<file path="config.mk">
export PLATFORM = sky130hd
export DESIGN_NAME = shift_add_mult_flat
export DESIGN_NICKNAME = d
export VERILOG_FILES = /design/src/rtl/shift_add_mult_if.sv /design/src/rtl/shift_add_mult.sv /design/src/flat_wrapper.sv
export SDC_FILE = /design/constraint.sdc
export NUM_CORES = 1
export LEC_CHECK = 0
export BUFFER_PORTS_ARGS = -buffer_cell sky130_fd_sc_hd__buf_4
export CAP_MARGIN = 0
export CORE_ASPECT_RATIO = 0.8
export CORE_UTILIZATION = 55
export CTS_CLUSTER_DIAMETER = 120
export DETAILED_ROUTE_END_ITERATION = 7
export HOLD_SLACK_MARGIN = 0.12
export PLACE_DENSITY = 0.81
export SLEW_MARGIN = 10
export SYNTH_ARGS = -nofsm -noshare
export SYNTH_HDL_FRONTEND = slang
export SYNTH_SLANG_ARGS = --single-unit
</file>
<file path="constraint.sdc">
create_clock -name Clk -period 5.7 [get_ports Clk]
set_input_delay 1.14 -clock Clk [delete_from_list [all_inputs] [get_ports Clk]]
set_output_delay 1.14 -clock Clk [all_outputs]
set_load 0.005 [all_outputs]
</file>
<file path="src/rtl/shift_add_mult_if.sv">
// Handshake and data bundle between the CPU datapath, the iteration counter
// and the shift-and-add multiplier.
interface shift_add_mult_if #(
  parameter int WIDTH = 16
);
  logic                 Start;
  logic [WIDTH-1:0]     Mcand;
  logic [WIDTH-1:0]     Mplier;
  logic                 K;
  logic                 Load;
  logic                 Busy;
  logic                 Done;
  logic                 Err;
  logic [2*WIDTH-1:0]   Product;

  // Requester side: issues operands, supplies the counter terminal flag.
  modport master (
    output Start, Mcand, Mplier, K,
    input  Load, Busy, Done, Err, Product
  );

  // Multiplier side.
  modport slave (
    input  Start, Mcand, Mplier, K,
    output Load, Busy, Done, Err, Product
  );
endinterface

</file>
<file path="src/rtl/shift_add_mult.sv">
// Sequential unsigned shift-and-add multiplier, one partial product per clock.
// The external counter is cleared through Load and reports the last
// iteration through K; a watchdog aborts a run whose K never arrives.
module shift_add_mult #(
  parameter int WIDTH = 16,
  parameter int WDOG  = 2 * WIDTH
) (
  input  logic              Clk,
  input  logic              Rst_n,
  shift_add_mult_if.slave   bus
);

  localparam int WD_W = $clog2(WDOG) + 1;

  typedef enum logic [1:0] {
    ST_IDLE = 2'd0,
    ST_RUN  = 2'd1,
    ST_DONE = 2'd2
  } state_e;

  state_e             state_q, state_d;
  logic [WIDTH:0]     a_q, a_d;
  logic [WIDTH-1:0]   q_q, q_d;
  logic [WIDTH-1:0]   b_q, b_d;
  logic [WD_W-1:0]    wd_q, wd_d;
  logic               err_q, err_d;
  logic [WIDTH:0]     sum_s;

  // Accumulator plus optional multiplicand, kept one bit wider so the carry survives.
  function automatic logic [WIDTH:0] partial_sum(
    input logic [WIDTH:0]   acc,
    input logic [WIDTH-1:0] mcand,
    input logic             sel
  );
    logic [WIDTH:0] addend;
    if (sel) begin
      addend = {1'b0, mcand};
    end else begin
      addend = {(WIDTH+1){1'b0}};
    end
    return acc + addend;
  endfunction

  assign sum_s = partial_sum(a_q, b_q, q_q[0]);

  // State and datapath registers with synchronous active-low reset.
  always_ff @(posedge Clk) begin
    if (!Rst_n) begin
      state_q <= ST_IDLE;
      a_q     <= {(WIDTH+1){1'b0}};
      q_q     <= {WIDTH{1'b0}};
      b_q     <= {WIDTH{1'b0}};
      wd_q    <= {WD_W{1'b0}};
      err_q   <= 1'b0;
    end else begin
      state_q <= state_d;
      a_q     <= a_d;
      q_q     <= q_d;
      b_q     <= b_d;
      wd_q    <= wd_d;
      err_q   <= err_d;
    end
  end

  // Next-state and datapath update: operand capture, iterate/shift, watchdog abort.
  always_comb begin
    state_d = state_q;
    a_d     = a_q;
    q_d     = q_q;
    b_d     = b_q;
    wd_d    = wd_q;
    err_d   = err_q;
    case (state_q)
      ST_IDLE, ST_DONE: begin
        if (bus.Start) begin
          a_d     = {(WIDTH+1){1'b0}};
          q_d     = bus.Mplier;
          b_d     = bus.Mcand;
          wd_d    = {WD_W{1'b0}};
          err_d   = 1'b0;
          state_d = ST_RUN;
        end else begin
          state_d = ST_IDLE;
        end
      end
      ST_RUN: begin
        if (bus.K) begin
          // Final iteration, then present the product.
          a_d     = {1'b0, sum_s[WIDTH:1]};
          q_d     = {sum_s[0], q_q[WIDTH-1:1]};
          state_d = ST_DONE;
        end else if (wd_q == WD_W'(WDOG - 1)) begin
          // Counter never signalled the end: abandon the result.
          a_d     = {(WIDTH+1){1'b0}};
          q_d     = {WIDTH{1'b0}};
          err_d   = 1'b1;
          state_d = ST_IDLE;
        end else begin
          a_d     = {1'b0, sum_s[WIDTH:1]};
          q_d     = {sum_s[0], q_q[WIDTH-1:1]};
          wd_d    = wd_q + WD_W'(1);
          state_d = ST_RUN;
        end
      end
      default: begin
        state_d = ST_IDLE;
      end
    endcase
  end

  // Moore-decoded status; product is taken straight from the A/Q pair.
  assign bus.Load    = (state_q != ST_RUN);
  assign bus.Busy    = (state_q == ST_RUN);
  assign bus.Done    = (state_q == ST_DONE);
  assign bus.Err     = err_q;
  assign bus.Product = {a_q[WIDTH-1:0], q_q};

endmodule

</file>
<file path="src/flat_wrapper.sv">
// flat-port wrapper written by rule: the top's interface ports become plain ports
module shift_add_mult_flat 
#(
  parameter int WIDTH = 16,
  parameter int WDOG  = 2 * WIDTH
)
  (Clk, Rst_n, bus_Start, bus_Mcand, bus_Mplier, bus_K, bus_Load, bus_Busy, bus_Done, bus_Err, bus_Product);
  shift_add_mult_if #(.WIDTH(WIDTH)) bus_i ();
  input  logic Clk;
  input  logic Rst_n;
  input wire logic [$bits(bus_i.Start)-1:0] bus_Start;
  input wire logic [$bits(bus_i.Mcand)-1:0] bus_Mcand;
  input wire logic [$bits(bus_i.Mplier)-1:0] bus_Mplier;
  input wire logic [$bits(bus_i.K)-1:0] bus_K;
  output wire logic [$bits(bus_i.Load)-1:0] bus_Load;
  output wire logic [$bits(bus_i.Busy)-1:0] bus_Busy;
  output wire logic [$bits(bus_i.Done)-1:0] bus_Done;
  output wire logic [$bits(bus_i.Err)-1:0] bus_Err;
  output wire logic [$bits(bus_i.Product)-1:0] bus_Product;
  assign bus_i.Start = bus_Start;
  assign bus_i.Mcand = bus_Mcand;
  assign bus_i.Mplier = bus_Mplier;
  assign bus_i.K = bus_K;
  assign bus_Load = bus_i.Load;
  assign bus_Busy = bus_i.Busy;
  assign bus_Done = bus_i.Done;
  assign bus_Err = bus_i.Err;
  assign bus_Product = bus_i.Product;
  shift_add_mult #(.WIDTH(WIDTH), .WDOG(WDOG)) u_core (.Clk(Clk), .Rst_n(Rst_n), .bus(bus_i));
endmodule
</file>
==> Word-level counts from Yosys, hierarchy flattened <==
Index checks and enable logic that the tools add are counted.
{ "classes": {"add_sub_neg": 2, "eq_ne": 8, "muxes": 21, "n_reduce_logical": 7} }
{ "ops": {"columns": ["op", "count"], "rows": [
  ["2-to-1 mux 16 bit", 5],
  ["2-to-1 mux 17 bit", 2],
  ["case mux 17 bit (2 select lines)", 1],
  ["case mux 16 bit (2 select lines)", 1],
  ["2-to-1 mux 6 bit", 3],
  ["adder 17 x 16 -> 17 bit", 1],
  ["case mux 6 bit (2 select lines)", 1],
  ["AND reduction 4 bit", 2],
  ["adder 6 x 1 -> 6 bit, second input constant", 1],
  ["== test 6 x 5 -> 1 bit, second input constant", 1],
  ["inequality test 2 bit, second input constant", 3],
  ["2-to-1 mux 1 bit", 5],
  ["inequality test 2 x 1 -> 1 bit, second input constant", 2],
  ["case mux 2 bit (2 select lines)", 1],
  ["AND reduction 2 bit", 2],
  ["== test 2 x 1 -> 1 bit, second input constant", 1],
  ["== test 2 bit, second input constant", 1],
  ["logical NOT 2 bit", 1],
  ["2-to-1 mux 2 bit", 1],
  ["case mux 1 bit (2 select lines)", 1],
  ["nonzero test 2 bit", 1],
  ["OR reduction 2 bit", 1]
]} }
{ "totals": {"ff_bits": 58, "input_bits": 36, "out_inout_bits": 36, "word_cells": 44} }

==> Depth between registers and ports, before layout <==
Gate-level depths: netlist of the first run.
{ "logic_depth": {"word_depth": 5, "depth_mapped": 10, "ltp_nobuf": 10} }

==> Worst setup path before layout of the first run <==
No wires, ideal clock.
{ "synth_timing": {"kind": "register -> register", "startpoint": "reg u_core.q_q[0]", "endpoint": "reg u_core.a_q[12]", "setup_ns": 0.122, "arrival_time_ns": 2.225, "required_time_ns": 5.578, "slack_ns": 3.353, "path_stages_with_launch": 11, "n_path_buf": 1, "period_less_slack_ns": 2.347, "cell_sequence": "dfxtp_1 clkbuf_1 nand2_1 inv_1 ha_1 a211o_1 a21oi_2 or2_4 o221ai_2 a21bo_1 a221o_1"} }
{ "synth_between": {"elab_chain_cells": 5} }
{ "synth_lines": {"columns": ["element", "line_no", "rtl"], "rows": [
  ["start, declared", "shift_add_mult.sv:23", "logic [WIDTH-1:0] q_q, q_d;"],
  ["start signal, assigned", "shift_add_mult.sv:51", "q_q <= {WIDTH{1'b0}};"],
  ["start signal, assigned", "shift_add_mult.sv:58", "q_q <= q_d;"],
  ["2-to-1 mux 16 bit *", "shift_add_mult.sv:36", "if (sel) begin"],
  ["adder 17 x 16 -> 17 bit *", "shift_add_mult.sv:41", "return acc + addend;"],
  ["2-to-1 mux 16 bit", "shift_add_mult.sv:92", "end else if (wd_q == WD_W'(WDOG - 1)) begin"],
  ["2-to-1 mux 17 bit *", "shift_add_mult.sv:87", "if (bus.K) begin"],
  ["case mux 17 bit (2 select lines) *", "shift_add_mult.sv:73", "case (state_q)"],
  ["end signal, assigned", "shift_add_mult.sv:50", "a_q <= {(WIDTH+1){1'b0}};"],
  ["end, declared", "shift_add_mult.sv:22", "logic [WIDTH:0] a_q, a_d;"]
]} }
Mark *: on every way between the ends. The rest lies on a longest branch, timed or not.
A chain may end at the register's enable or synchronous reset.

==> Worst setup path in the final report of the first run <==
{ "layout_timing": {"startpoint": "reg u_core.state_q[1]", "endpoint": "out bus_Busy"} }
{ "layout_between": {"elab_chain_cells": 1} }
{ "layout_lines": {"columns": ["element", "line_no", "rtl"], "rows": [
  ["start, declared", "shift_add_mult.sv:21", "state_e state_q, state_d;"],
  ["start signal, assigned", "shift_add_mult.sv:56", "state_q <= state_d;"],
  ["== test 2 x 1 -> 1 bit", "shift_add_mult.sv:113", "assign bus.Busy = (state_q == ST_RUN);"],
  ["end, declared", "flat_wrapper.sv:16", "output wire logic [$bits(bus_i.Busy)-1:0] bus_Busy;"]
]} }
Every way passes these cells.

==> results of run 1 <==
## stage by stage
step           utilization, %  hold WS [ns]  instance area, µm²  power [W]
3_3_place_gp            67.42        0.4475                3705  0.0005608
5_1_grt                 70.15        0.4947                3855  0.0009011
4_1_cts                 70.15        0.4618                3855  0.0008710
6_report                70.15        0.4604                3855  0.0008645
3_5_place_dp            67.42        0.4530                3705  0.0005646
2_1_floorplan               -        0.4388                3147  0.0005050
## cells in the mapped netlist (6+ instances only)
master	count
a21boi_0	19
a21oi_1	31
and2_1	20
clkbuf_1	17
dfxtp_1	57
ha_1	17
inv_1	10
nand2_1	74
nand4_1	7
nor2_1	10
nor2b_1	9
o21ai_0	39
xnor2_1	7
xor2_1	6
## tightest hold or removal path, stage by stage, from the launching register on
cell and delay, ns:
dfxtp_1 0.30, nand2_1 0.04, a21boi_0 0.06
## area by class of cell
| cell class | count | area [µm²] |
|---|---|---|
| Tap cell | 78 | 97.59 |
| Sequential cell | 57 | 1141 |
| Clock buffer | 12 | 145.1 |
| Clock inverter | 1 | 5.005 |
| Inverter | 10 | 37.54 |
| Multi-Input combinational cell | 302 | 1873 |
| Fill cell | 468 | 1640 |
| Timing Repair Buffer | 74 | 555.5 |
## worst max path at each step
| stage | slack [ns] | endpoint | start |
|---|---|---|---|
| 4_1_cts | 2.78 | bus_Busy | u_core.state_q[1] |
| 3_3_place_gp | 2.95 | u_core.wd_q[5] | bus_Start |
| 6_report | 2.79 | bus_Busy | u_core.state_q[1] |
| 5_1_grt | 2.58 | u_core.a_q[15] | u_core.q_q[0] |
| 3_5_place_dp | 2.90 | u_core.wd_q[4] | bus_Start |
| 2_1_floorplan | 3.35 | u_core.a_q[12] | u_core.q_q[0] |
## registers in the layout (all words and copies together) (netlist names)
register and flops:
u_core.bus.Err 1, u_core.state_q 2, u_core.wd_q 6, u_core.b_q 16
u_core.q_q 16, u_core.a_q 16
## cells in the final DEF, fill, tap and decap left out, drive strengths merged, types with 2 or more instances in the layout
master   n
a211o    2
a22oi    3
o21bai   2
ha      17
and2    20
buf     74
nor2b    9
o21ai   41
xor2     6
nand3    3
nand3b   2
xnor2    7
nand4    7
a21boi  20
dfxtp   57
clkbuf  12
inv     10
a211oi   2
nor2    11
nand2   75
and3     3
a31oi    3
a21oi   33
nand2b   3
a31o     2
o21a     4
nor3     5
a21o     5
## power by group
| group | switching [W] | internal (W) |
|---|---|---|
| registers | 0.0000168 | 0.000419 |
| logic | 0.0000643 | 0.0000567 |
| clock network | 0.000146 | 0.000162 |
| total | 0.000227 | 0.000637 |
## cells by family after synthesis
| logic type | Yosys count |
|---|---|
| buffers and inverters | 32 |
| xor gates and xnor gates | 13 |
| adders and majority gates | 18 |
| AOI/OAI and AO/OA | 127 |
| muxes | 1 |
| DFF | 57 |
| and+or+nand+nor | 143 |
## layer usage
metal	up-vias	GRT usage, %	share of wire, %
met2	116	41.80	45
li1	1481	-	-
met5	-	0	0
met1	1408	38.79	46
met3	12	6.905	7.2
met4	0	9.259	1.5
==> results, run 1 <==
- The number of nets in the final layout is 508.
- Based on the critical path, the design can be clocked at up to between 300 and 400 MHz.
- The length of the first detailed-routing pass in iterations is 5.
- The worst-path maximum fanout is 25.
- The setup TNS after final layout is 0 ns.
- Summing the areas of all xor and xnor instances in the mapped netlist gives under 10% of the synthesized area.
- In this run, synthesis produced a sequential element count of 57.
- The number of cell instances on the worst register-to-register path is 10.
- The synthesized-area fraction occupied by and/or/nand/nor cells is 21.83%.
- The path class of the tightest hold or removal check is reg -> reg.
- The via count of the first global-routing pass is approximately 2800.
- The violation count after the first detailed-routing iteration is 185.
- The repair_antennas step left the layout with diodes totalling 0.
- The main combinational cell family by area after synthesis is compound AO/OA/AOI/OAI gates.
- The number of remaining DRC errors is 0.
- Dividing the detail-routed wire length by the instance count gives 14.70 µm.
- The worst slew margin relative to its limit is 45.65%.
- The clock tree from TritonCTS is yes.
- Yosys mapped a number of flops with a built-in enable equal to 0.
- The most instantiated flip-flop cell in the synthesis netlist is dfxtp_1.
- The number of gates on the worst path with buffers counted is 3.
- The number of stages on the worst hold path is 2.
- Setup repair after global routing left no endpoint under its margin.
- Across the run, the number of max-cap violations was 0.
- Grouping stages by cell kind, the critical path spends the most delay in simple AND/OR/NAND/NOR gates.
- Summing the areas of all compound-gate instances in the mapped netlist gives about a quarter of the synthesized area.
- The number of failing hold endpoints at the final stage is 0.
- The deepest clock path buffer count is 2.
- The critical path's slowest cell is nand2b_1.
- Synthesis produced a netlist whose cell count is 391.
- At the worst endpoint, the required time is approximately 4.6 ns.
- The average via count per standard cell is ~5.6.
- The synthesized design spends more area on one cell type than any other, namely dfxtp_1.
- The capturing element type of the critical path is an output port.
- The peak ir drop on the vdd network is roughly 0.17 mV.
- The number of port buffers is between 70 and 80.
- The number of clock buffers inserted by TritonCTS is 9.
- The max-slew violation count is 0.
- After synthesis, the share of cell area in mux cells is 0.3181%.
- The region available for standard cell placement spans between 0.005 and 0.006 mm².
- Once routing completed, OpenROAD measured the worst setup slack at about 2.8 ns.
- The launch point of the worst reg-to-reg path is u_core.q_q[0].
- The count of H-tree levels built during CTS is 3.
- In this run the register-to-register setup slack is around 2.9 ns.
- The clock sink count is between 50 and 60.
- Walking the worst path, the cells encountered are nand2b_1 -> inv_1 -> buf_4.
- Summed over all cells, the static leakage comes to between 1.5 and 2 nW.
- The net count of the mapped netlist is between 400 and 500.
- The final route contains 3017 vias.
- After Yosys synthesis, full adders, half adders and majority gates account for 7.396% of the synthesized area.
- The final weighted congestion in routability-driven placement is slightly below 0.9.
- Synthesis instantiated 56 different standard cells from the library.
- In this run the remaining antenna-violating nets after routing total 0.
- Summed over its instances, the top area cell type makes up between 30% and 40% of the synthesized netlist area.
- The global-route usage over all layers is 27.79%.
- The floorplan step set the die height to 69.66 µm.
- The final layout contains routed wiring with a total length of between 7 and 8 mm.
- The number of antenna violations at the first check in global routing is 0.
- The worst reg2reg path endpoint is u_core.a_q[15].
- Setup violations remaining at the end of the flow were counted as 0.
- The initialized floorplan defines 24 standard-cell rows.
- The post-CTS setup buffer count is 0.
- Entering global routing, the biggest net connects between 50 and 60 pins.
- The placement-stage worst setup slack is about 2.9 ns.
- On the final layout, the worst clock skew is between 0.006 and 0.007 ns.
- Of the available clock period, the critical path in the final layout requires 51.14%.
- The layout-stage area growth over the synthesis result is 22.51%.
- STA puts the critical path data arrival time at about 1.8 ns.
- For this configuration, the core starts out at a cell density of between 50 and 60%.
- After clock tree synthesis, the flow added hold-fix buffers numbering 0.
- For this run, the number of standard cells in the final layout without fillers is 534.
- The end of the worst hold path is u_core.b_q[5].
- The tree is rooted in a clkbuf_8.
- The average cell area after synthesis is 8.048 µm².
- Once the clock tree was built, the resizer swapped 0 gates to a different size.
- Ranked by total cell area, the synthesized netlist is headed by dfxtp_1, nand2_1, ha_1.
- The total congestion overflow is 0.
- The startpoint of the lowest-slack hold path is u_core.b_q[5].
- Counting I/O delays and the setup requirement, the final critical path takes 2.915 ns.
- The run finished with clean final reports.
- The critical path contains buffers and inverters numbering 2 combined.
- The global-route wire length before repair is around 13 mm.
- The sequential area share after synthesis is 36.26%.
- Cells with a size suffix above 1 make up a little over a fifth of the layout.
- After detailed placement, the design holds a cell count of approximately 520.
- The horizontal die dimension is between 80 and 90 µm.
- Summing every instance area after synthesis gives around 0.0031 mm².
- The sum of net half-perimeters after detailed placement is 5.642 mm.
- The Yosys step of the flow raised 0 warnings.
- The clock network latency to the later pin of the worst-skew pair is between 0.3 and 0.4 ns.
- The share of flip-flops with an asynchronous set or reset is 0%.
- The slew of the pin with the lowest slew margin is 0.8152 ns.
- The worst setup path is launched from a register.
- The die footprint is around 0.0060 mm².
- The start-to-end type of the worst setup path is reg -> out.
- Power spread over the standard cell area amounts to 224.2 mW/mm².
- The count of boundary I/O pins is between 70 and 80.
- On the worst path, the slowest cell contributes a delay of around 0.64 ns.
- After clock tree synthesis, the clock-pin slew on the worst setup and hold paths is around 0.060 ns.
Note: power is estimated with default switching activity, not from simulation.
==> run 2: changes to the inputs <==
- CORE_UTILIZATION: 55 -> 54
- PLACE_DENSITY: 0.81 -> 0.8
- clock period: 5.7 -> 2.8 ns (I/O delays scaled with it)
==> run 2 against run 1 <==
Effect of this change:
- via count fell by 1.6%
- clock skew rose by 0.0036 ns
- sequential power rose by 100%
- largest power group unchanged
- final cell count rose by 1.3%
==> results, run 2 (synthesized netlist as in run 1, its figures left out) <==
- The worst reg2reg path endpoint is u_core.a_q[7].
- The slew of the pin with the lowest slew margin came to 0.7242 ns (-0.09098 ns).
- The number of antenna-violating nets in the routed design was 0 (unchanged).
- The largest net degree at the start of global routing is 53 (unchanged).
- The clock network latency to the later pin of the worst-skew pair is 0.34 ns (about the same).
- The launch point of the worst reg-to-reg path is u_core.q_q[0].
- The total number of vias is 2968 (-1.6%).
- The minimum clock period is approximately 2.5 ns.
- The worst-case clock skew is 0.009680 ns (+0.003594 ns).
- The total of max-cap violations is 0 (unchanged).
- The clock tree from TritonCTS is yes.
- The global-route wire length before repair is 12.93 mm (-0.64%).
- The largest registers in the layout are u_core.a_q: 16 flops, u_core.b_q: 16 flops, u_core.q_q: 16 flops.
- The number of remaining DRC errors came to 0 (unchanged).
- The number of cell instances on the worst register-to-register path is 10 (unchanged).
- The worst slew margin relative to its limit is 51.54% (+5.9 points).
- The number of placed instances, taps included came to 526 (+0.96%).
- The capturing element type of the critical path is a register.
- The setup violation total in the final timing report is 0 (unchanged).
- The routed length on met3 was 384 µm (-32%).
- The power per cell area is 458.8 mW/mm² (+100%).
- The worst setup path is of the reg -> reg kind.
- The average via count per standard cell is 5.486 (-2.9%).
- The length of the first detailed-routing pass in iterations was 4 (-1).
- The non-filler instance count after layout came to 541 (+1.3%).
- The internal power is 0.001308 W (+110%).
- The violation count after the first detailed-routing iteration is 164 (-11%).
- The number of nets in the final layout is 513 (+0.98%).
- The cell sitting at the root of the clock tree is a clkbuf_8.
- The count of boundary I/O pins came to 72 (unchanged).
- The minimum setup slack among reg-to-reg paths is 0.29 ns (-2.57 ns).
- The critical path goes through and2_1 -> ha_1 -> inv_1 -> fa_1 -> nor2b_1 -> o2111ai_1 -> a21boi_1 -> o22ai_1 -> mux2i_1 -> a31o_2.
- The data required time at the worst endpoint is 3.04 ns (-1.52 ns).
- The max-slew violation count is 0 (unchanged).
- The arrival time at the worst endpoint is 2.75 ns (+0.98 ns).
- The post-CTS setup buffer count is 0 (unchanged).
- The area of the core is 0.005525 mm² (+0.55%).
- The post-cts hold buffer count is 0 (unchanged).
- The number of port buffers is 71 (unchanged).
- The share of cells above drive strength 1 came to 23.11% (+1.4 points).
- The global-route usage over all layers was 27.37% (-0.42 points).
- The detailed-routing wirelength on met1 is 3.665 mm (+1.5%).
- The final weighted congestion in routability-driven placement is 0.8838 (+0.78%).
- The starting density of the core is 56.95% (-0.31 points).
- The clock sink count is 57 (unchanged).
- The number of antenna violations at the first check in global routing is 0 (unchanged).
- The sum of net half-perimeters after detailed placement is 5.509 mm (-2.4%).
- Setup repair after global routing left no endpoint under its margin.
- The kind of launch point of the worst setup path is a register.
- Tracing the worst setup path back leads to its startpoint at u_core.q_q[0].
- The upper clock frequency limit is roughly 400 MHz.
- The worst-path maximum fanout came to 4 (-84%).
- The run finished with clean final reports.
- The routed wire length per instance is 14.26 µm (-3.1%).
- The die height is 70.28 µm (+0.90%).
- Relative to the synthesized area, the layout overhead comes to 24.06%.
- The die footprint was 0.006139 mm² (+1.8%).
- The part of the power in registers is 49.2% (-1.2 points).
- The horizontal die dimension is 87.35 µm (+0.90%).
- The net load switching power is 0.0004834 W (+110%).
- The antenna cell count is 0 (unchanged).
- The number of rows in the core area is 24 (unchanged).
- The via count of the first global-routing pass is 2795 (+0.32%).
- The number of instances resized during post-cts repair came to 0 (unchanged).
- The path category of the worst min-delay check is reg -> reg.
- The final critical-path share of the clock period is roughly nine tenths.
- The stage delay of the slowest cell on the critical path was 0.40 ns (-0.24 ns).
- The count of H-tree levels built during CTS came to 3 (unchanged).
- The clock share of power is 36.4% (+0.8 points).
- The post-route worst hold slack is 0.4629 ns (+0.002529 ns).
- The deepest clock path buffer count is 2 (unchanged).
- The setup TNS after final layout is 0 ns (unchanged).
- The highest metal layer carrying signal wires in the routed design is met4.
- The total congestion overflow is 0 (unchanged).
- In the layout the commonest cells are buf_4, nand2_1, dfxtp_1.
- The largest individual stage delay along the critical path comes from the cell fa_1.
- The most common cell after layout, fill and taps aside is buf_4.
- The peak ir drop on the vdd network is 0.3019 mV (+75%).
- The switching power as a share of total power is 26.99% (+0.71 points).
- The met2 routed wirelength is 3.554 mm (unchanged).
- The combinational cell fraction of total power is 14.4% (+0.4 points).
- The aggregate routed wire length is 7.712 mm (-1.8%).
- The number of clock buffers inserted by TritonCTS is 9 (unchanged).
- The leakage power of the design is 1.739 nW (+2.1%).
- The startpoint of the lowest-slack hold path is u_core.b_q[7].
- The clock transition at the registers of the reported paths is 0.07 ns (about the same).
- The number of failing hold endpoints at the final stage came to 0 (unchanged).
- The last element of the critical path is u_core.a_q[7].
- The final standard cell utilization of the core is 70.65% (+0.50 points).
-- run 2: area by class of cell --
cell class / instances / area [µm²]
Multi-Input combinational cell: 302 / 1873
Fill cell: 502 / 1622
Sequential cell: 57 / 1141
Timing Repair Buffer: 79 / 593.1
Clock buffer: 11 / 141.4
Tap cell: 78 / 97.59
Inverter: 10 / 37.54
Clock inverter: 4 / 20.02
-- run 2: per-stage QoR --
step	total power [W]	setup slack, ns	area [µm²]
floorplan	0.001028	0.4531	3147
global placement	0.001150	0.4287	3742
detailed placement	0.001157	0.3398	3742
CTS	0.001805	0.3049	3904
global route	0.001874	0.1142	3904
finish	0.001791	0.2905	3904
-- run 2: worst min path at each step --
stage / end / slack (ns) / cells past startpoint
final: u_core.b_q[7] / 0.46 / 2
after global routing: u_core.state_q[1] / 0.47 / 2
after CTS: u_core.q_q[13] / 0.46 / 2
after detailed placement: u_core.b_q[11] / 0.46 / 2
after global placement: u_core.b_q[10] / 0.45 / 2
after floorplan: u_core.b_q[3] / 0.44 / 2
-- run 2: critical path: cells and delay by family, from the launching register on --
kind	cells	cell delay, ns
compound gates	4	0.94
fa+ha+maj	2	0.59
flops	1	0.35
simple gates	2	0.31
mux	1	0.16
buf+inv	1	0.07
-- run 2: metal layers --
metal | vias to the layer above | track usage, %
met5 | - | 0
met4 | 0 | 8.925
met3 | 13 | 7.565
met2 | 72 | 41.93
met1 | 1381 | 37.00
li1 | 1502 | -
-- run 2: power groups by stage --
stage	clock network [W]	logic, W	registers, W
2_1_floorplan	0	0.000133	0.000895
3_3_place_gp	0	0.000254	0.000896
3_5_place_dp	0	0.000259	0.000897
4_1_cts	0.000664	0.000260	0.000880
5_1_grt	0.000701	0.000287	0.000885
6_report	0.000652	0.000259	0.000881
==> run 3: changes to the inputs <==
- CELL_PAD_IN_SITES_DETAIL_PLACEMENT: default -> 0
- CELL_PAD_IN_SITES_GLOBAL_PLACEMENT: default -> 1
- CORE_UTILIZATION: 54 -> 39
- PLACE_DENSITY: 0.8 -> default
- PLACE_DENSITY_LB_ADDON: default -> 0.1
==> run 3 against run 2 <==
Effect of this change:
- die area rose by 37%
- sequential share of layout area fell by 0.61 points
- worst hold slack got worse by 0.0017 ns
- combinational power barely moved
- non-clock buffer count did not move
- power rose by 10%
- register-to-register slack got worse by 0.02 ns
- maximum frequency fell by 0.98%
- largest power group unchanged
- highest routed layer unchanged
==> results, run 3 (synthesized netlist as in run 1, its figures left out) <==
- The peak ir drop on the vdd network was 0.2338 mV (-23%).
- The worst slew margin relative to its limit is 43.14% (-8.4 points).
- In this run the clock root is driven by a clkbuf_8.
- The setup TNS after final layout came to 0 ns (unchanged).
- The leakage power of the design is 1.750 nW (+0.62%).
- The number of antenna-violating nets in the routed design is 0 (unchanged).
- The slew of the pin with the lowest slew margin is 0.8520 ns (+0.1277 ns).
- The number of port buffers is 71 (unchanged).
- The aggregate routed wire length is 8.193 mm (+6.2%).
- The count of boundary I/O pins is 72 (unchanged).
- The global-route wire length before repair is 13.41 mm (+3.7%).
- The die footprint is 0.008434 mm² (+37%).
- The antenna cell count was 0 (unchanged).
- The number of rows in the core area is 28 (+17%).
- The upper clock frequency limit is 394.6 MHz (-0.98%).
- The clock transition at the registers of the reported paths is 0.07 ns (about the same).
- The arrival time at the worst endpoint is 2.79 ns (+0.04 ns).
- The average via count per standard cell is 5.142 (-6.3%).
- The largest net degree at the start of global routing is 53 (unchanged).
- The clock network latency to the later pin of the worst-skew pair is 0.34 ns (about the same).
- The via count of the first global-routing pass came to 2679 (-4.2%).
- The max-slew violation count is 0 (unchanged).
- The routed wire length per instance was 14.40 µm (+1.0%).
- The post-layout instance area is 0.003988 mm² (+2.1%).
- The area of the core was 0.007602 mm² (+38%).
- The number of nets in the final layout is 513 (unchanged).
- The largest registers in the layout are u_core.a_q: 16 flops, u_core.b_q: 16 flops, u_core.q_q: 16 flops.
- Leaving out fill and tap cells, the most frequent cells in the layout are buf_4, nand2_1, dfxtp_1.
- The sum of net half-perimeters after detailed placement is 5.740 mm (+4.2%).
- The instance area after placement came to 0.003776 mm² (+0.90%).
- The horizontal die dimension is 102.4 µm (+17%).
- The deepest clock path buffer count is 2 (unchanged).
- The post-cts hold buffer count was 0 (unchanged).
- The length of the first detailed-routing pass in iterations was 4 (unchanged).
- The minimum clock period is 2.534 ns (+0.02496 ns).
- The share of cells above drive strength 1 is 23.06% (-0.050 points).
- The capturing element type of the critical path is a register.
- The post-CTS setup buffer count is 0 (unchanged).
- The number of remaining DRC errors came to 0 (unchanged).
- The die height is 82.34 µm (+17%).
- The number of antenna violations at the first check in global routing came to 0 (unchanged).
- The kind of launch point of the worst setup path is a register.
- The final weighted congestion in routability-driven placement came to 0.8213 (-7.1%).
- Leaving out fill and tap cells, the most frequent cell in the layout is buf_4.
- The count of H-tree levels built during CTS is 3 (unchanged).
- The starting density of the core is 41.39% (-16 points).
- The worst setup path is of the reg -> reg kind.
- The setup violation total in the final timing report came to 0 (unchanged).
- TritonCTS built the clock tree.
- The total number of vias is 2926 (-1.4%).
- The total of max-cap violations came to 0 (unchanged).
- The final critical-path share of the clock period is 90.51% (+0.89 points).
- The worst-path maximum fanout is 4 (unchanged).
- The power per cell area came to 496.0 mW/mm² (+8.1%).
- The number of instances resized during post-cts repair was 0 (unchanged).
- The path category of the worst min-delay check is reg -> reg.
- The total congestion overflow is 0 (unchanged).
- The violation count after the first detailed-routing iteration is 99 (-40%).
- The global-route usage over all layers was 21.06% (-6.3 points).
- The worst-case clock skew came to 0.007733 ns (-0.001947 ns).
- The number of fill cells came to 736 (+47%).
- The clock sink count is 57 (unchanged).
- The number of failing hold endpoints at the final stage was 0 (unchanged).
- The number of clock buffers inserted by TritonCTS was 9 (unchanged).
- The data required time at the worst endpoint was 3.06 ns (+0.02 ns).
- Setup repair after global routing left no endpoint under its margin.
- The layout-stage area growth over the synthesis result is 26.72%.
- The run finished with clean final reports.
-- run 3: cell types whose count changed in the layout (fill, tap and decap cells not counted), sizes merged --
cell,before,now
bufinv,0,2
clkinv,4,1
clkinvlp,0,2
-- run 3: layout make-up --
cell class	count	area, µm²	share of cell area, %
multi-input combinational	302	1873	46.97
sequential	57	1141	28.62
timing repair buffer	79	593.1	14.87
clock buffer	11	131.4	3.295
tap	105	131.4	3.295
clock inverter	5	80.08	2.008
inverter	10	37.54	0.9413
-- run 3: where the power goes --
part	internal (W)	switching (W)	total (W)
Combinational	0.000121	0.000139	0.000261
Sequential	0.000852	0.0000257	0.000878
Clock	0.000500	0.000339	0.000839
-- run 3: worst paths after layout --
| kind | from | end | depth (start not counted) | slack, ns |
|---|---|---|---|---|
| min | u_core.b_q[8] | u_core.b_q[8] | 2 | 0.46 |
| min reg2reg | u_core.b_q[8] | u_core.b_q[8] | 2 | 0.46 |
| max | u_core.q_q[0] | u_core.a_q[9] | 10 | 0.27 |
| max reg2reg | u_core.q_q[0] | u_core.a_q[9] | 10 | 0.27 |
-- run 3: stage by stage --
stage / setup WS (ns) / hold WS, ns / std cells / util (%) / power (W)
floorplan: 0.4531 / 0.4388 / 391 / - / 0.001028
global placement: 0.4164 / 0.4484 / 553 / 49.67 / 0.001158
detailed placement: 0.3334 / 0.4554 / 553 / 49.67 / 0.001159
CTS: 0.3118 / 0.4524 / 569 / 52.45 / 0.002007
global route: 0.1207 / 0.4565 / 569 / 52.45 / 0.002074
finish: 0.2656 / 0.4613 / 569 / 52.45 / 0.001978
-- run 3: routing by layer --
layer	vias up	global-route usage [%]	wire [µm]
met3	13	4.966	338
met1	1352	28.96	4202
met4	0	7.429	113
met2	59	32.13	3538
met5	-	0	0
li1	1502	-	-
-- run 3: worst max-delay path, stage by stage, from the launching register on --
cell and delay [ns]:
dfxtp_1 0.35, and2_1 0.13, ha_1 0.19, inv_1 0.06, fa_1 0.40, nor2b_1 0.18
o2111ai_1 0.18, a21boi_1 0.40, o221a_1 0.29, nor3_1 0.06, o31ai_2 0.21
